**config.mk**
```make
export PLATFORM = sky130hd
export DESIGN_NAME = cpu_sequencer
export DESIGN_NICKNAME = d
export VERILOG_FILES = /design/src/rtl/cpu_pkg.sv /design/src/rtl/cpu_seq_decode.sv /design/src/rtl/cpu_sequencer.sv
export SDC_FILE = /design/constraint.sdc
export NUM_CORES = 1
export LEC_CHECK = 0
export ABC_AREA = 1
export ABC_CLOCK_PERIOD_IN_PS = 3100
export CAP_MARGIN = 40
export CORE_UTILIZATION = 55
export CTS_BUF_LIST = sky130_fd_sc_hd__clkbuf_16
export CTS_CLUSTER_DIAMETER = 30
export DETAILED_ROUTE_END_ITERATION = 10
export DONT_BUFFER_PORTS = 1
export PLACE_DENSITY = 0.68
export SYNTH_ARGS = -nofsm -noshare
export SYNTH_HDL_FRONTEND = slang
export SYNTH_SLANG_ARGS = --single-unit
```
**constraint.sdc**
```tcl
create_clock -name clk -period 3.1 [get_ports clk]
set_input_delay 0.465 -clock clk [delete_from_list [all_inputs] [get_ports clk]]
set_output_delay 0.465 -clock clk [all_outputs]
set_load 0.005 [all_outputs]
```
**src/rtl/cpu_pkg.sv**
```systemverilog
// Shared definitions for the CPU sequencer: opcode constants, the sequencing
// state encoding and the register-file write-data select encodings.
package cpu_pkg;

  // Opcodes, ir[7:5]. JNZ and CMP share an encoding; dest==3 selects the jump.
  localparam logic [2:0] OpJmp = 3'b011;
  localparam logic [2:0] OpJz  = 3'b100;
  localparam logic [2:0] OpMov = 3'b101;
  localparam logic [2:0] OpJnz = 3'b110;
  localparam logic [2:0] OpCmp = 3'b110;

  // Destination field value that marks the jump class.
  localparam logic [1:0] DestJump = 2'd3;

  // Register-file write-data source.
  localparam logic [1:0] WselAlu = 2'b00;
  localparam logic [1:0] WselReg = 2'b01;
  localparam logic [1:0] WselImm = 2'b10;

  typedef enum logic [2:0] {
    StIdle,
    StFetch,
    StDecode,
    StExec,
    StWb,
    StHalt
  } state_e;

endpackage

```
**src/rtl/cpu_seq_decode.sv**
```systemverilog
// Combinational instruction-class decode for the CPU sequencer.
// Ports:
//   ir          in  latched instruction (opcode ir[7:5], dest ir[4:3], src ir[2:0])
//   zflag       in  registered zero flag, used for conditional jumps
//   is_jump     out instruction is JMP/JZ/JNZ
//   take_jump   out jump is taken (pc loads target)
//   writes_rf   out instruction writes the register file in WB
//   loads_zflag out zero flag is loaded from the ALU in EXEC
//   wdata_sel   out write-data source for this instruction
module cpu_seq_decode
  import cpu_pkg::*;
(
  input  logic [7:0] ir,
  input  logic       zflag,
  output logic       is_jump,
  output logic       take_jump,
  output logic       writes_rf,
  output logic       loads_zflag,
  output logic [1:0] wdata_sel
);

  logic [2:0] opcode;
  logic [1:0] dest;
  logic [2:0] src;

  assign opcode = ir[7:5];
  assign dest   = ir[4:3];
  assign src    = ir[2:0];

  always_comb begin
    is_jump     = 1'b0;
    take_jump   = 1'b0;
    writes_rf   = 1'b0;
    loads_zflag = 1'b0;
    wdata_sel   = WselAlu;

    if (dest == DestJump && (opcode == OpJmp || opcode == OpJz || opcode == OpJnz)) begin
      is_jump   = 1'b1;
      take_jump = (opcode == OpJmp) || (opcode == OpJz && zflag) ||
                  (opcode == OpJnz && !zflag);
    end else begin
      writes_rf   = (opcode != OpCmp);
      loads_zflag = (opcode != OpMov);
      if (opcode == OpMov) begin
        // src>=4 encodes an immediate; lower values name a source register.
        wdata_sel = src[2] ? WselImm : WselReg;
      end
    end
  end

endmodule

```
**src/rtl/cpu_sequencer.sv**
```systemverilog
// Four-cycle instruction sequencer: FETCH -> DECODE -> EXEC -> WB.
// Optional feature: define CPU_SEQ_STEP_EN to allow single-stepping from HALT.
// Ports:
//   clk, reset      rising-edge clock, synchronous active-high reset
//   instr           instruction-memory data at pc
//   alu_zero        ALU zero result, sampled into zflag in EXEC
//   run, halt_req   level controls; halting takes effect only at the WB boundary
//   step            one-cycle pulse, runs one instruction while halted
//   pc, ir          instruction address and latched instruction
//   rf_we, rf_waddr register-file write strobe (WB only) and address
//   wdata_sel, imm  write-data source and MOV immediate
//   zflag, halted   registered zero flag, high while in HALT
//   retired         wrapping count of completed instructions
module cpu_sequencer
  import cpu_pkg::*;
#(
  parameter int unsigned PC_W    = 4,
  parameter int unsigned INSTR_W = 8
) (
  input  logic               clk,
  input  logic               reset,
  input  logic [INSTR_W-1:0] instr,
  input  logic               alu_zero,
  input  logic               run,
  input  logic               halt_req,
  input  logic               step,
  output logic [PC_W-1:0]    pc,
  output logic [INSTR_W-1:0] ir,
  output logic               rf_we,
  output logic [2:0]         rf_waddr,
  output logic [1:0]         wdata_sel,
  output logic [7:0]         imm,
  output logic               zflag,
  output logic               halted,
  output logic [7:0]         retired
);

  state_e             state_q, state_d;
  logic [PC_W-1:0]    pc_q;
  logic [INSTR_W-1:0] ir_q;
  logic               zflag_q;
  logic [7:0]         retired_q;
  logic               stop_at_wb;

  logic       is_jump;
  logic       take_jump;
  logic       writes_rf;
  logic       loads_zflag;
  logic [1:0] dec_wsel;

  cpu_seq_decode u_decode (
    .ir          (ir_q[7:0]),
    .zflag       (zflag_q),
    .is_jump     (is_jump),
    .take_jump   (take_jump),
    .writes_rf   (writes_rf),
    .loads_zflag (loads_zflag),
    .wdata_sel   (dec_wsel)
  );

`ifdef CPU_SEQ_STEP_EN
  // Set while a single-stepped instruction is in flight; forces a return to HALT.
  logic step_mode_q, step_mode_d;
  assign stop_at_wb = step_mode_q || halt_req || !run;
`else
  logic unused_step;
  assign unused_step = step;
  assign stop_at_wb  = halt_req || !run;
`endif

  always_comb begin
    state_d = state_q;
`ifdef CPU_SEQ_STEP_EN
    step_mode_d = step_mode_q;
`endif
    unique case (state_q)
      StIdle:   if (run && !halt_req) state_d = StFetch;
      StFetch:  state_d = StDecode;
      StDecode: state_d = StExec;
      StExec:   state_d = StWb;
      StWb: begin
        state_d = stop_at_wb ? StHalt : StFetch;
`ifdef CPU_SEQ_STEP_EN
        step_mode_d = 1'b0;
`endif
      end
      StHalt: begin
`ifdef CPU_SEQ_STEP_EN
        if (step) begin
          state_d     = StFetch;
          step_mode_d = 1'b1;
        end else if (run && !halt_req) begin
          state_d = StFetch;
        end
`else
        if (run && !halt_req) state_d = StFetch;
`endif
      end
      default:  state_d = StIdle;
    endcase
  end

  always_ff @(posedge clk) begin
    if (reset) begin
      state_q   <= StIdle;
      pc_q      <= '0;
      ir_q      <= '0;
      zflag_q   <= 1'b0;
      retired_q <= '0;
    end else begin
      state_q <= state_d;
      if (state_q == StFetch) ir_q <= instr;
      if (state_q == StExec && loads_zflag) zflag_q <= alu_zero;
      if (state_q == StWb) begin
        pc_q      <= take_jump ? PC_W'({1'b0, ir_q[2:0]}) : pc_q + PC_W'(1);
        retired_q <= retired_q + 8'd1;
      end
    end
  end

`ifdef CPU_SEQ_STEP_EN
  always_ff @(posedge clk) begin
    if (reset) step_mode_q <= 1'b0;
    else       step_mode_q <= step_mode_d;
  end
`endif

  assign pc        = pc_q;
  assign ir        = ir_q;
  assign zflag     = zflag_q;
  assign retired   = retired_q;
  assign halted    = (state_q == StHalt);
  assign rf_we     = (state_q == StWb) && writes_rf;
  assign wdata_sel = (state_q == StWb) ? dec_wsel : WselAlu;
  assign rf_waddr  = {1'b0, ir_q[4:3]};
  assign imm       = {5'b0, ir_q[2:0] - 3'd4};

endmodule

```
### Yosys cells after proc, flatten, opt, wreduce, memory -nomap -nowiden

Index checks and enable logic that the tools add are counted.

| cells by class | value |
|---|---|
| eq/ne operators | 13 |
| add/sub/neg operators | 3 |
| mux-type cells | 11 |
| reductions and logical operators | 16 |

Operators with widths:

| cell | number |
|---|---|
| equality test 3 bit, second input constant | 5 |
| case mux 3 bit (5 select lines) | 1 |
| equality test 3 x 2 -> 1 bit, second input constant | 3 |
| adder 8 x 1 -> 8 bit, second input constant | 1 |
| two-way mux 2 bit | 4 |
| logical AND 1 bit | 6 |
| two-way mux 3 bit | 2 |
| != test 3 bit, second input constant | 2 |
| logical OR 1 bit | 5 |
| adder 4 x 1 -> 4 bit, second input constant | 1 |
| two-way mux 4 bit | 1 |
| equality test 3 x 1 -> 1 bit, second input constant | 1 |
| logical NOT 1 bit | 3 |
| logical NOT 3 bit | 1 |
| two-way mux 1 bit | 3 |
| subtractor 3 bit, second input constant | 1 |
| equality test 2 bit, second input constant | 1 |
| != test 2 x 1 -> 1 bit, second input constant | 1 |
| OR reduction 2 bit | 1 |

| storage, ports and cells | value |
|---|---|
| output and inout port bits | 36 |
| bits in registers | 24 |

### Logic depth before layout (Yosys ltp)

Gate-level depths: netlist of run 1.

| logic depth | value |
|---|---|
| depth in word-level cells | 6 |
| gate-level depth with buffers | 9 |

### Cells and area by module

A second synthesis of run 1 with hierarchy kept.

| unflattened totals | value |
|---|---|
| cell total of the unflattened synthesis | 188 |
| area, all modules | 1290.0 sq um |

By module, submodules not included:

| module | area each (sq um) | cells each | times used |
|---|---|---|---|
| cpu_sequencer | 1184.9 | 163 | 1 |
| cpu_seq_decode | 105.1 | 25 | 1 |

### Worst setup path before layout of run 1

No wires, ideal clock.

| timing path | value |
|---|---|
| kind | register -> output |
| from | register state_q[2] |
| to | output port rf_we |
| slack | 1.714 ns |
| arrival | 0.921 ns |
| stages on the path, launching flop included | 6 |
| required time | 2.635 ns |
| buffers on the path | 1 |
| cells stage by stage | dfxtp_1 inv_2 nor2_4 nand2_2 buf_6 a211oi_1 |

| on the way | value |
|---|---|
| cells in the longest elaborated chain, start to end | 2 |

RTL lines:

| element | RTL line | RTL |
|---|---|---|
| from (decl) | cpu_sequencer.sv:38 | `state_e state_q, state_d;` |
| from (signal assigned) | cpu_sequencer.sv:105 | `state_q <= StIdle;` |
| from (signal assigned) | cpu_sequencer.sv:111 | `state_q <= state_d;` |
| equality test 3 bit | cpu_sequencer.sv:133 | `assign rf_we = (state_q == StWb) && writes_rf;` |
| logical AND 1 bit | cpu_sequencer.sv:133 |  |
| to (decl) | cpu_sequencer.sv:29 | `output logic rf_we,` |

No other way between the ends.

### Final worst setup path of run 1

Ends and elaborated chain as after synthesis.

==> metrics.md, run 1 <==
| Metric | Value |
|---|---|
| Gr usage total | `21.64%` |
| Detail Placement HPWL | `1808 um` |
| Die X-Extent | `49.96 um` |
| Hold Path Class | `input port to flop` |
| Slew headroom | `64.62%` |
| Vias in the first global route | `930` |
| Design Power | `0.6484 mW` |
| Crit Path Class | `flop to output pin` |
| CTS Sinks | `24` |
| Post-synthesis register bit count | `24` |
| Cell taking the most area after synthesis | `dfxtp_1` |
| Slew Limit Fails | `0` |
| Layout Cells excl Fill | `197` |
| CP max FO | `11` |
| Total of max-cap violations | `0` |
| Worst endpoint data arrival time | `1.29 ns` |
| Met1 Usage GRT | `27.02%` |
| Top_reg_cell synth | `dfxtp_1` |
| Post-synth top cells | `33 x nand2_1, 24 x dfxtp_1, 22 x inv_1` |
| CTS tree | `done` |
| Final setup fails | `0` |
| Final hold vios | `0` |
| Status | `finished, final reports clean` |
| Root buffer cell | `clkbuf_16` |
| Worst slew pin tran | `0.5293 ns` |
| RSZ-0062 raised after global routing | `no` |
| Clock-pin slew on the worst setup and hold paths | `0.06 ns` |
| Die span in y | `49.96 um` |
| Share of post-route cells with drive strength above 1 | `7.059%` |
| Drt first-iter violations | `25` |
| P&R area growth vs syn | `1.088%` |
| Core area | `2062 um2` |
| Pre-antenna DRT Iters | `4` |
| Slowest stage delay, CP | `0.36 ns` |
| Pin count of the biggest net entering global routing | `18` |
| Clk_lat worst skew | `0.25 ns` |
| Sequential share of the synthesized area | `37.98%` |
| Yosys top cell area share | `37.98%` |
| CP endpoint kind | `output pin` |
| Total Nets Final | `188` |
| DR WL/cell | `12.65 um` |
| Clock buffer depth | `2` |
| Global-route wire length before repair | `4084 um` |
| Global Route met3 Usage | `6.481%` |
| Netlist cell types | `26` |
| Pwr dens | `507.1 nW/um2` |
| Synth warn | `0` |
| Starting Density | `61.35%` |
| Fmax | `571.2 MHz` |
| Min cycle time layout | `1.751 ns` |
| # IOs | `50` |
| Syn Area/Cell | `7.147 um2` |
| Cell area after synthesis | `1265 um2` |
| Rows | `16` |
| DRC viols | `0` |
| TritonCTS Buffers | `3` |
| Setup repair bufs after CTS | `0` |
| Final setup TNS | `0 ns` |
| Post-CTS sizing | `0` |
| Core Util, Final | `62.01%` |
| Worst-path cell chain | `inv_2, nor2_4, nand2_2, a211oi_1` |
| Post-Place Cell Area | `1204 um2` |
| CP max-delay cell | `dfxtp_1` |
| Vias per cell | `5.467` |
| Ant diodes | `0` |
| Clk_skew | `0.002891 ns` |
| Static leakage | `0.5403 nW` |
| Critical Path RT | `2.63 ns` |
| Placed cell count | `194` |
| GP Congestion | `0.7578` |
| GR peak layer | `met2` |
| Top cells by area, synth | `dfxtp_1 38%, nand2_1 9.8%, buf_4 6.5%` |
| Final ANT Viol Nets | `0` |
| H-tree depth | `1` |
| DIE AREA | `2496 um2` |
| Maximum vdd drop | `0.0003451 V` |
| Final Cell Area | `1279 um2` |
| Post-synthesis async set-or-reset flop share | `0%` |
| Vias | `1077` |
| Crit path launch type | `flop` |
| Initial antenna violation count | `0` |
| Met2 Use GR | `35.59%` |
| GRT overflow | `0` |
| Total Wirelength | `2493 um` |
| Most common cell in the synthesized netlist | `nand2_1` |
| Synth Instances | `177` |
| I/O Buffers | `0` |
| Post-synth EDFFs | `0` |
| Hold buffers post-CTS | `0` |
| Period utilization | `56.47%` |
-- layout make-up --
| cell class | instances | area, um2 |
|---|---|---|
| Multi-Input combinational cell | 119 | 599.3 |
| Inverter | 24 | 90.09 |
| Fill cell | 192 | 783.3 |
| Sequential cell | 24 | 480.5 |
| Tap cell | 27 | 33.78 |
| Clock buffer | 3 | 75.07 |
-- worst paths after layout --
| check | startpoint | slack, ns | depth (start not counted) | endpoint |
|---|---|---|---|---|
| max | state_q[2]$_SDFFE_PP0P_ | 1.35 | 4 | rf_we |
| min | reset | 0.28 | 1 | retired[6]$_SDFFE_PP0P_ |
| max reg2reg | state_q[1]$_SDFFE_PP0P_ | 1.66 | 5 | pc[3]$_SDFFE_PP0P_ |
| min reg2reg | retired[5]$_SDFFE_PP0P_ | 0.49 | 2 | retired[5]$_SDFFE_PP0P_ |
-- critical path: cells and delay by family, from the launching register on --
family	cells	cell delay, ns
flops	1	0.36
buf+inv	1	0.08
compound gates	1	0.32
simple gates	2	0.27
-- routing by layer --
metal	up-vias	share of wire [%]
li1	536	-
met1	491	45
met2	44	48
met3	6	6.4
met4	0	0.80
met5	-	0
-- power breakdown --
group / switching, mW / internal, mW
Sequential: 0.0166 / 0.322
Combinational: 0.0296 / 0.0122
Clock: 0.0982 / 0.170
-- flip-flops by register name, summed over array words and instances (netlist names) --
| register | count |
|---|---|
| retired | 8 |
| pc | 4 |
| zflag | 1 |
| ir | 8 |
| state_q | 3 |
-- metrics by stage --
stage	hold slack (ns)	setup WS, ns
floorplan	0.4620	1.714
global route	0.2687	1.272
global placement	0.4844	1.638
detailed placement	0.4891	1.616
finish	0.2771	1.349
CTS	0.2747	1.344
-- cell families (layout without fill, tap and decap cells) --
family / count (synthesis) / count (layout) / synth area share (%)
AOI/OAI and AO/OA: 29 / 29 / 12.56
xor gates and xnor gates: 5 / 5 / 3.463
buffers and inverters: 39 / 27 / 16.12
adders and majority gates: 2 / 2 / 1.978
other: 1 / 6 / 0.2965
and+or+nand+nor: 77 / 77 / 27.60
DFF: 24 / 24 / 37.98
-- cell usage in the layout (no fill, tap or decap), types with 2 or more instances in the layout --
cell type and count:
nor2_1 16, inv_2 2, dfxtp_1 24, clkbuf_16 3
nand2_1 33, xor2_1 3, a21oi_1 16, nor3_1 4
xnor2_1 2, o21ai_0 11, nor2_2 2, conb_1 6
inv_1 22, ha_1 2, nand3_1 16
(Power assumes the default switching activity.)
==> run 2: changes to the inputs <==
--- a/config.mk
+++ b/config.mk
@@ -6,7 +6,7 @@
 export NUM_CORES = 1
 export LEC_CHECK = 0
 export ABC_AREA = 1
-export ABC_CLOCK_PERIOD_IN_PS = 3100
+export ABC_CLOCK_PERIOD_IN_PS = 1700
 export CAP_MARGIN = 40
 export CORE_UTILIZATION = 55
 export CTS_BUF_LIST = sky130_fd_sc_hd__clkbuf_16
==> constraint.sdc (replaced) <==
create_clock -name clk -period 1.7 [get_ports clk]
set_input_delay 0.255 -clock clk [delete_from_list [all_inputs] [get_ports clk]]
set_output_delay 0.255 -clock clk [all_outputs]
set_load 0.005 [all_outputs]
==> metrics.md, run 2 (same netlist as run 1, synthesis figures left out) <==
| Metric | Value |
|---|---|
| Min cycle time layout | `1.562 ns` |
| Vias in the first global route | `970 (+4.3%)` |
| RSZ-0062 raised after global routing | `no` |
| Met2 Wirelength | `1201 um (+0.17%)` |
| Drt first-iter violations | `17 (-32%)` |
| Sw Share | `22.65% (+0.40 points)` |
| Critical Path RT | `1.44 ns (-1.19 ns)` |
| Pre-CTS setup slack | `0.2655 ns (-1.351 ns)` |
| I/O Buffers | `0 (unchanged)` |
| Worst setup margin | `0.1383 ns (-1.211 ns)` |
| Fmax | `640.3 MHz` |
| CP endpoint kind | `output pin` |
| Starting Density | `61.35% (unchanged)` |
| DRC viols | `0 (unchanged)` |
| Most frequent cells in the layout | `33 x nand2_1, 24 x dfxtp_1, 22 x inv_1` |
| CTS Sinks | `24 (unchanged)` |
| M1 WL | `1148 um (+3.1%)` |
| Comb power frac | `6.3% (about the same)` |
| Die span in y | `49.96 um (unchanged)` |
| Clock power frac | `41.8% (+0.4 points)` |
| DIE AREA | `2496 um2 (unchanged)` |
| Post-CTS sizing | `0 (unchanged)` |
| Hold buffers post-CTS | `0 (unchanged)` |
| Final setup fails | `0 (unchanged)` |
| TritonCTS Buffers | `3 (unchanged)` |
| Slew Limit Fails | `0 (unchanged)` |
| Total Nets Final | `188 (unchanged)` |
| Fillers | `199 (+3.6%)` |
| H-tree depth | `1 (unchanged)` |
| Clk_skew | `0.003991 ns (+0.001100 ns)` |
| Clock buffer depth | `2 (unchanged)` |
| Slew headroom | `64.34% (-0.28 points)` |
| Global-route wire length before repair | `4257 um (+4.2%)` |
| Initial antenna violation count | `0 (unchanged)` |
| Clock-pin slew on the worst setup and hold paths | `0.06 ns (about the same)` |
| Pre-antenna DRT Iters | `4 (unchanged)` |
| Ant diodes | `0 (unchanged)` |
| Static leakage | `0.5403 nW (unchanged)` |
| Pwr dens | `930.1 nW/um2 (+83%)` |
| Rows | `16 (unchanged)` |
| Worst endpoint data arrival time | `1.31 ns (+0.02 ns)` |
| CP max FO | `11 (unchanged)` |
| Vias | `1065 (-1.1%)` |
| Final ANT Viol Nets | `0 (unchanged)` |
| Total Wirelength | `2518 um (+1.0%)` |
| Worst slew pin tran | `0.5334 ns (+0.004147 ns)` |
| Core Util, Final | `62.01% (unchanged)` |
| Die X-Extent | `49.96 um (unchanged)` |
| CTS tree | `done` |
| Clk_lat worst skew | `0.26 ns (about the same)` |
| Placed cell count | `194 (unchanged)` |
| Share of post-route cells with drive strength above 1 | `7.059% (unchanged)` |
| Int Power | `0.9200 mW (+82%)` |
| Metal3 WL | `168 um (+5.7%)` |
| Crit Path Class | `flop to output pin` |
| Detail Placement HPWL | `1840 um (+1.8%)` |
| Commonest non-fill, non-tap cell in the layout | `nand2_1` |
| Net switching power | `0.2694 mW (+87%)` |
| Hold Path Class | `input port to flop` |
| Pin count of the biggest net entering global routing | `18 (unchanged)` |
| Total of max-cap violations | `0 (unchanged)` |
| DR WL/cell | `12.78 um (+1.0%)` |
| Layout Cells excl Fill | `197 (unchanged)` |
| Maximum vdd drop | `0.001021 V (+200%)` |
| Crit path launch type | `flop` |
| Final hold vios | `0 (unchanged)` |
| Top layer reached by signal wires | `met3` |
| Final setup TNS | `0 ns (unchanged)` |
| GRT overflow | `0 (unchanged)` |
| Core area | `2062 um2 (unchanged)` |
| Status | `finished, final reports clean` |
| GP Congestion | `0.7598 (+0.26%)` |
| Gr usage total | `22.50% (+0.86 points)` |
| Vias per cell | `5.406 (-1.1%)` |
| P&R area growth vs syn | `1.088% (unchanged)` |
| Period utilization | `91.86%` |
| Share of power burned in registers | `51.9% (-0.3 points)` |
| # IOs | `50 (unchanged)` |
| Root buffer cell | `clkbuf_16` |
| Setup repair bufs after CTS | `0 (unchanged)` |
==> run 2: cell counts in the layout (fill, tap and decap cells not counted) <==
Identical to the previous run, type by type.
==> run 2: worst max-delay path, cell delays in order (launching register included) <==
cell      delay, ns
dfxtp_1        0.37
inv_2          0.08
nor2_4         0.10
nand2_2        0.18
a211oi_1       0.33
==> run 2: path summary, 6_finish.rpt <==
| path | start | cells past startpoint | slack [ns] | to |
|---|---|---|---|---|
| min | reset | 1 | 0.06 | retired[6]$_SDFFE_PP0P_ |
| min reg2reg | retired[5]$_SDFFE_PP0P_ | 2 | 0.50 | retired[5]$_SDFFE_PP0P_ |
| max reg2reg | state_q[1]$_SDFFE_PP0P_ | 5 | 0.27 | pc[3]$_SDFFE_PP0P_ |
| max | state_q[2]$_SDFFE_PP0P_ | 4 | 0.14 | rf_we |
==> run 2: through the flow <==
step           power, mW  hold WS, ns  area (um2)
2_1_floorplan     0.7146       0.3964        1284
3_3_place_gp      0.6999       0.3270        1204
3_5_place_dp      0.7043       0.3291        1204
4_1_cts            1.207      0.05501        1279
5_1_grt            1.242      0.05740        1279
6_report           1.189      0.06015        1279
==> run 2: layout make-up <==
cell class              count  area, um2  area share, %
multi-input cells         119      599.3          46.87
flip-flops and latches     24      480.5          37.57
inverters                  24      90.09          7.045
clock buffers               3      75.07          5.871
well taps                  27      33.78          2.642
==> run 2: routing by layer <==
metal | up-vias | GRT usage, %
met3 | 0 | 8.025
met1 | 495 | 26.94
li1 | 534 | -
met2 | 36 | 37.16
met4 | 0 | 7.143
met5 | - | 0
==> run 2: power by group through the flow <==
stage | clock, mW | combinational (mW) | sequential, mW
4_1_cts | 0.514 | 0.0755 | 0.617
6_report | 0.497 | 0.0754 | 0.617
3_3_place_gp | 0 | 0.0709 | 0.629
3_5_place_dp | 0 | 0.0748 | 0.630
2_1_floorplan | 0 | 0.0924 | 0.622
5_1_grt | 0.532 | 0.0892 | 0.621
==> run 3: changes to the inputs <==
--- a/config.mk
+++ b/config.mk
@@ -8,6 +8,7 @@
 export ABC_AREA = 1
 export ABC_CLOCK_PERIOD_IN_PS = 1700
 export CAP_MARGIN = 40
+export CORE_MARGIN = 2
 export CORE_UTILIZATION = 55
 export CTS_BUF_LIST = sky130_fd_sc_hd__clkbuf_16
 export CTS_CLUSTER_DIAMETER = 30
==> metrics.md, run 3 (same netlist as run 1, synthesis figures left out) <==
| Metric | Value |
|---|---|
| Total Nets Final | `190 (+1.1%)` |
| Initial antenna violation count | `0 (unchanged)` |
| Reg2reg end | `pc[3]$_SDFFE_PP0P_` |
| Setup repair bufs after CTS | `0 (unchanged)` |
| Design Power | `1.188 mW (-0.12%)` |
| H-tree depth | `1 (unchanged)` |
| Pwr dens | `917.3 nW/um2 (-1.4%)` |
| Vias in the first global route | `919 (-5.3%)` |
| CTS tree | `done` |
| Hold buffers post-CTS | `0 (unchanged)` |
| Gr usage total | `19.13% (-3.4 points)` |
| Core area | `2191 um2 (+6.2%)` |
| Worst endpoint data arrival time | `1.29 ns (-0.02 ns)` |
| Reg2Reg Depth | `5 (unchanged)` |
| Period utilization | `90.91% (-0.95 points)` |
| Post-Place Cell Area | `1220 um2 (+1.4%)` |
| Critical Path RT | `1.44 ns (about the same)` |
| Total Wirelength | `2363 um (-6.2%)` |
| CP max FO | `11 (unchanged)` |
| Pin count of the biggest net entering global routing | `18 (unchanged)` |
| Share of post-route cells with drive strength above 1 | `8.140% (+1.1 points)` |
| Die span in y | `51.96 um (+4.0%)` |
| GP Congestion | `0.8272 (+8.9%)` |
| Die X-Extent | `51.96 um (+4.0%)` |
| Detail Placement HPWL | `1770 um (-3.8%)` |
| Vias per cell | `5.115 (-5.4%)` |
| CP endpoint kind | `output pin` |
| CTS Sinks | `24 (unchanged)` |
| Rows | `17 (+1)` |
| DR WL/cell | `11.82 um (-7.6%)` |
| Post-CTS sizing | `0 (unchanged)` |
| Hold Path Class | `input port to flop` |
| Pre-antenna DRT Iters | `4 (unchanged)` |
| Commonest non-fill, non-tap cell in the layout | `nand2_1` |
| Hold Startpoint | `reset` |
| Total of max-cap violations | `0 (unchanged)` |
| DIE AREA | `2699 um2 (+8.2%)` |
| Root buffer cell | `clkbuf_16` |
| Static leakage | `0.5500 nW (+1.8%)` |
| Crit path launch type | `flop` |
| Global-route wire length before repair | `3870 um (-9.1%)` |
| Clock buffer depth | `2 (unchanged)` |
| Clk_skew | `0.003290 ns (-0.0007008 ns)` |
| Fmax | `647.0 MHz (+1.0%)` |
| Vias | `1023 (-3.9%)` |
| Drt first-iter violations | `13 (-4)` |
| Hold Path Depth | `1 (unchanged)` |
| Final ANT Viol Nets | `0 (unchanged)` |
| TritonCTS Buffers | `3 (unchanged)` |
| I/O Buffers | `0 (unchanged)` |
| Min cycle time layout | `1.545 ns (-0.01620 ns)` |
| Pre-CTS setup slack | `0.3480 ns (+0.08254 ns)` |
| Final setup TNS | `0 ns (unchanged)` |
| GR peak layer | `met2` |
| GRT overflow | `0 (unchanged)` |
| Worst setup margin | `0.1545 ns (+0.01620 ns)` |
| Maximum vdd drop | `0.0008007 V (-22%)` |
| Final hold vios | `0 (unchanged)` |
| Ant diodes | `0 (unchanged)` |
| Met2 Use GR | `29.32% (-7.8 points)` |
| Final setup fails | `0 (unchanged)` |
| Global Route met3 Usage | `5.172% (-2.9 points)` |
| Status | `finished, final reports clean` |
| Clk_lat worst skew | `0.25 ns (about the same)` |
| DRC viols | `0 (unchanged)` |
| Crit Path Class | `flop to output pin` |
| # IOs | `50 (unchanged)` |
| Starting Density | `57.74% (-3.6 points)` |
| Worst reg2reg path startpoint | `state_q[1]$_SDFFE_PP0P_` |
| Final Cell Area | `1295 um2 (+1.3%)` |
| P&R area growth vs syn | `2.374%` |
| Hold EP | `state_q[0]$_SDFFE_PP0P_` |
| R2R Setup Slk | `0.36 ns (+0.09 ns)` |
| Most frequent cells in the layout | `33 x nand2_1, 24 x dfxtp_1, 22 x inv_1` |
| Core Util, Final | `59.11% (-2.9 points)` |
| Clock-pin slew on the worst setup and hold paths | `0.06 ns (about the same)` |
| RSZ-0062 raised after global routing | `no` |
| Met1 Usage GRT | `25.59% (-1.4 points)` |
| Slew Limit Fails | `0 (unchanged)` |
==> run 3: per-layer routing <==
| metal | up-vias | wire, um | part of all wire [%] |
|---|---|---|---|
| met1 | 442 | 1108 | 47 |
| met5 | - | 0 | 0 |
| li1 | 545 | - | - |
| met3 | 2 | 150 | 6.3 |
| met2 | 34 | 1088 | 46 |
| met4 | 0 | 16 | 0.68 |
==> run 3: through the flow <==
| step | hold slack, ns | instances |
|---|---|---|
| after floorplan | 0.3964 | 182 |
| after global placement | 0.3260 | 197 |
| after detailed placement | 0.3278 | 197 |
| after CTS | 0.06453 | 200 |
| after global routing | 0.05878 | 200 |
| final | 0.06592 | 200 |
==> run 3: worst max path at each step <==
stage | end | startpoint | slack (ns) | cells after the start
after global placement | pc[3]$_SDFFE_PP0P_ | state_q[1]$_SDFFE_PP0P_ | 0.37 | 5
final | rf_we | state_q[2]$_SDFFE_PP0P_ | 0.15 | 4
after global routing | rf_we | state_q[2]$_SDFFE_PP0P_ | 0.10 | 4
after floorplan | rf_we | state_q[2]$_SDFFE_PP0P_ | 0.52 | 5
after detailed placement | pc[3]$_SDFFE_PP0P_ | state_q[1]$_SDFFE_PP0P_ | 0.35 | 5
after CTS | rf_we | state_q[2]$_SDFFE_PP0P_ | 0.16 | 4
==> run 3: area by class of cell <==
| cell class | count | area, um2 |
|---|---|---|
| well taps | 28 | 35.03 |
| inverters | 24 | 90.09 |
| clock buffers | 3 | 75.07 |
| fillers | 212 | 895.9 |
| repair buffers | 2 | 15.01 |
| flip-flops and latches | 24 | 480.5 |
| multi-input cells | 119 | 599.3 |
==> run 3: worst max-delay path: stages, from the launching register on <==
cell and delay (ns):
dfxtp_1 0.37, inv_2 0.08, nor2_4 0.09, nand2_2 0.16
a211oi_1 0.34
==> run 3: report_power, final <==
| group | internal (mW) | switching, mW |
|---|---|---|
| Clock | 0.310 | 0.181 |
| Combinational | 0.0253 | 0.0523 |
| Sequential | 0.587 | 0.0318 |
==> patch 1 (config.mk and constraints of run 2) <==
Re-encode `state_e` (6 states) as Gray code, 3 bits wide.
--- a/src/rtl/cpu_pkg.sv
+++ b/src/rtl/cpu_pkg.sv
@@ -20,8 +20,8 @@
   typedef enum logic [2:0] {
-    StIdle,
-    StFetch,
-    StDecode,
-    StExec,
-    StWb,
-    StHalt
+    StIdle   = 3'b000,
+    StFetch  = 3'b001,
+    StDecode = 3'b011,
+    StExec   = 3'b010,
+    StWb     = 3'b110,
+    StHalt   = 3'b111
   } state_e;
Behaviour: same outputs for any inputs over 10 cycles, from zero or initial values and one cycle with reset high; not proved beyond that.
==> patch 1 against run 2 <==
- sequential cell count unchanged
- final cell count up 3.6%
- largest power group unchanged
- area after synthesis down 2.1%
- largest cell class unchanged
- total power up 2.4%
- setup slack better by 0.049 ns
- final area down 0.20%
- global-route usage down 1.8 points
- wire length down 7.3%
==> patch 1: results (changes against run 2) <==
| Metric | Value |
|---|---|
| Status | `completed` |
| Crit path launch | `ir[7]` |
| Iteration-0 DRC Markers | `20 (+3)` |
| Reg2reg end | `pc[0]` |
| Nets | `194 (+3.2%)` |
| Final GP Congestion | `0.737 (-2.9%)` |
| First-pass GRT wire length | `3910 um (-8.1%)` |
| Share of cells above drive strength 1 | `0.0508 (-0.0197)` |
| Reg-to-Reg Start | `ir[6]` |
| Seq/Total Area, Yosys | `0.388 (+0.00806)` |
| Synth top area cells | `dfxtp_1 (39%), nand2_1 (12%), nor2_1 (7.9%)` |
| R2R setup slack | `0.37 ns (+0.10 ns)` |
| Synth Warn # | `0 (unchanged)` |
| Leakage | `0.542 nW (+0.31%)` |
| Cells on worst reg2reg path | `7 (+2)` |
| DP HPWL | `1720 um (-6.5%)` |
| Vias in the first global route | `924 (-4.7%)` |
| Clock skew | `0.00339 ns (-0.000606 ns)` |
| Largest fanout on the critical path | `5 (-6)` |
| Post-synth ARST share | `0 (unchanged)` |
| Via count | `1070 (+0.47%)` |
| Max rail drop VDD | `0.000644 V (-37%)` |
| Min Clock Period, post-route | `1.51 ns (-0.0488 ns)` |
| Most instantiated cells after synthesis | `nand2_1 (41), nor2_1 (26), dfxtp_1 (24)` |
| GRT Resource Usage Total | `0.207 (-0.0179)` |
| CP max stage delay | `0.39 ns (+0.02 ns)` |
==> patch 1: cell types whose count changed in the layout (fill, tap and decap cells not counted), sizes merged, moves of 2 or more <==
cell / change
a21oi: -2
inv: -3
nand2: +7
nor2: +7
nor3: -2
xor2: -3
==> patch 1: cell type report <==
cell class / count / area, um^2
tap: 27 / 33.8
clock inverter: 1 / 3.75
timing repair buffer: 1 / 7.51
clock buffer: 3 / 75.1
fill: 192 / 766
inverter: 21 / 78.8
sequential: 24 / 480
multi-input combinational: 127 / 597
==> patch 1: power breakdown <==
part / internal (mW) / switching, mW / total [mW]
sequential: 0.590 / 0.0355 / 0.626
clock: 0.314 / 0.188 / 0.501
combinational: 0.0292 / 0.0608 / 0.0900
total: 0.934 / 0.284 / 1.22
==> patch 1: worst min-delay path by stage <==
stage                      from  cells after the start  slack [ns]    endpoint
after floorplan           reset                      1        0.32  retired[1]
after global placement    reset                      1        0.33  retired[1]
after detailed placement  reset                      1        0.33  retired[6]
after CTS                 reset                      1        0.06  retired[6]
after global routing      reset                      1        0.06  retired[1]
final                     reset                      1        0.06  retired[1]
==> patch 1: per-stage QoR <==
step | hold WS [ns] | util | setup WS (ns) | area (um^2) | std cells
3_5_place_dp | 0.331 | 0.586 | 0.394 | 1200 | 200
4_1_cts | 0.0581 | 0.625 | 0.167 | 1280 | 204
3_3_place_gp | 0.325 | 0.586 | 0.404 | 1200 | 200
2_1_floorplan | 0.324 | - | 0.515 | 1260 | 186
6_report | 0.0641 | 0.625 | 0.187 | 1280 | 204
5_1_grt | 0.0553 | 0.625 | 0.0697 | 1280 | 204
==> patch 1: layer usage <==
layer	global-route usage	part of all wire	routed length, um
met1	0.253	0.46	1090
met2	0.338	0.43	1020
met3	0.0525	0.081	190
met4	0.100	0.019	44
met5	0	0	0
==> patch 1: kinds of logic (layout without fill, tap and decap cells) <==
family	Yosys count	after routing	share of synthesized area
AO/OA/AOI/OAI	31	31	0.138
XOR/XNOR	1	1	0.00707
adder cells (fa/ha/maj)	2	2	0.0202
buffers and inverters	35	26	0.145
flip-flops	24	24	0.388
other	1	6	0.00303
AND/OR/NAND/NOR	87	87	0.298
==> patch 1: critical path: cells and delay by family (launching register included) <==
family          cells  cell delay [ns]
simple gates        1             0.13
buf+inv             1             0.09
compound gates      2             0.39
flops               1             0.39
==> patch 2 (flow settings as in run 2) <==
Made on the original files. `INSTR_W`: 8 -> 10.
--- a/src/rtl/cpu_sequencer.sv
+++ b/src/rtl/cpu_sequencer.sv
@@ -17,3 +17,3 @@
   parameter int unsigned PC_W    = 4,
-  parameter int unsigned INSTR_W = 8
+  parameter int unsigned INSTR_W = 10
 ) (
Ports: changed (resized instr and ir); port bits go from 50 to 54. No check against the original RTL was run, so the function may have changed too.
==> patch 2 against run 2 <==
- clock skew shrank 0.0025 ns
- wire length grew 2.2%
- die area grew 9.0%
- total power grew 9.0%
- final area grew 9.8%
- setup slack lost 0.0082 ns
- highest routed layer is now met4
- utilization shrank 0.90 points
- final cell count grew 11%
- area after synthesis grew 9.4%
- sequential cell count grew 2
- count of clock-buffer cells in the layout is the same
==> patch 2: results (changes against run 2) <==
| Metric | Value |
|---|---|
| Status | `completed` |
| Worst-Skew Late Latency | `0.26 ns (about the same)` |
| CTS sink cnt | `26 (+8.3%)` |
| GRT Resource Usage Total | `0.218 (-0.00695)` |
| Wl on met1 | `1170 um (+1.9%)` |
| Reg2reg end | `ir[7]` |
| Final GP Congestion | `0.776 (+2.1%)` |
| Largest fanout on the critical path | `5 (-6)` |
| Share of cells above drive strength 1 | `0.0733 (+0.00271)` |
| Iteration-0 DRC Markers | `15 (-2)` |
| Reg-to-Reg Start | `state_q[2]` |
| Synthesized area per cell | `7.02 um^2 (-1.7%)` |
| CP max-delay cell | `dfxtp_2` |
| Seq/Total Area, Yosys | `0.376 (-0.00369)` |
| Top FF cell, synth | `dfxtp_1` |
| Fraction of area in multi-input gates | `0.449 (-0.0195)` |
| # fillers | `222 (+12%)` |
| DP HPWL | `1900 um (+3.4%)` |
| Synth Warn # | `0 (unchanged)` |
| Cells on worst reg2reg path | `4 (-1)` |
| Clock skew | `0.00147 ns (-0.00252 ns)` |
| Sequential share of power | `0.521 (+0.002)` |
| Area Growth Syn to Fin | `1.45%` |
| Tap Count | `28 (+3.7%)` |
| WHS Path Cells | `1 (unchanged)` |
| Met2 global-route usage | `0.363 (-0.00837)` |
| Via count | `1145 (+7.5%)` |
| Hold WS | `0.0573 ns (-0.00280 ns)` |
| Leakage | `0.618 nW (+14%)` |
| Non-clk invs | `35 (+46%)` |
| Pre-CTS setup slack | `0.207 ns (-0.0583 ns)` |
| CP top delay family | `simple AND/OR/NAND/NOR gates` |
| Int Power | `983 uW (+6.9%)` |
| Max rail drop VDD | `0.000698 V (-32%)` |
| Largest net degree at the start of global routing | `21 (+3)` |
| ClkCell Share | `0.0561 (-0.00256)` |
| Placed cell areas | `1320 um^2 (+9.9%)` |
| Sw Pwr | `313 uW (+16%)` |
| CP max stage delay | `0.38 ns` |
| Max Slew Vio Count | `0 (unchanged)` |
| Sequential Area | `523 um^2 (+8.9%)` |
| First-pass GRT wire length | `4350 um (+2.1%)` |
| WL final | `2570 um (+2.2%)` |
| Via density | `5.23 (-3.3%)` |
| DR top layer | `met4` |
| Placed Cells incl. Taps | `215 (+11%)` |
| Met2 WL | `1150 um (-4.4%)` |
| Worst rel slew slack | `0.601 (-0.0425)` |
| Synth top area cells | `dfxtp_1 (38%), nand2_1 (11%), inv_1 (9.0%)` |
| Met3 Track Usage GR | `0.0760 (-0.00422)` |
| Met3 routed WL | `211 um (+26%)` |
| Most instantiated cells after synthesis | `nand2_1 (40), inv_1 (33), dfxtp_1 (26)` |
| Comb. pwr | `95.8 uW (+27%)` |
| #MultiIn Comb | `126 (+5.9%)` |
| Post-synth ARST share | `0 (unchanged)` |
patch 2: cell count changes in the layout (fill, tap and decap cells not counted), sizes merged, moves of 3 or more:
cell	before	now
nand2	34	43
nor2	19	14
nand4	2	5
o21ai	11	15
inv	24	34
patch 2: logic make-up after synthesis:
logic type | share of synthesized area
AO/OA/AOI/OAI | 0.127
buffers and inverters | 0.182
XOR/XNOR | 0.00633
AND/OR/NAND/NOR | 0.288
adder cells (fa/ha/maj) | 0.0181
flip-flops | 0.376
other | 0.00271
patch 2: how the worst max path moves through the flow:
stage / start / endpoint / slack, ns / depth (start not counted)
global placement: state_q[2] / ir[7] / 0.35 / 4
finish: ir[7] / rf_we / 0.13 / 6
detailed placement: state_q[2] / ir[7] / 0.21 / 4
CTS: ir[7] / rf_we / 0.08 / 6
global route: ir[5] / rf_we / 0.05 / 6
floorplan: ir[7] / rf_we / 0.53 / 6
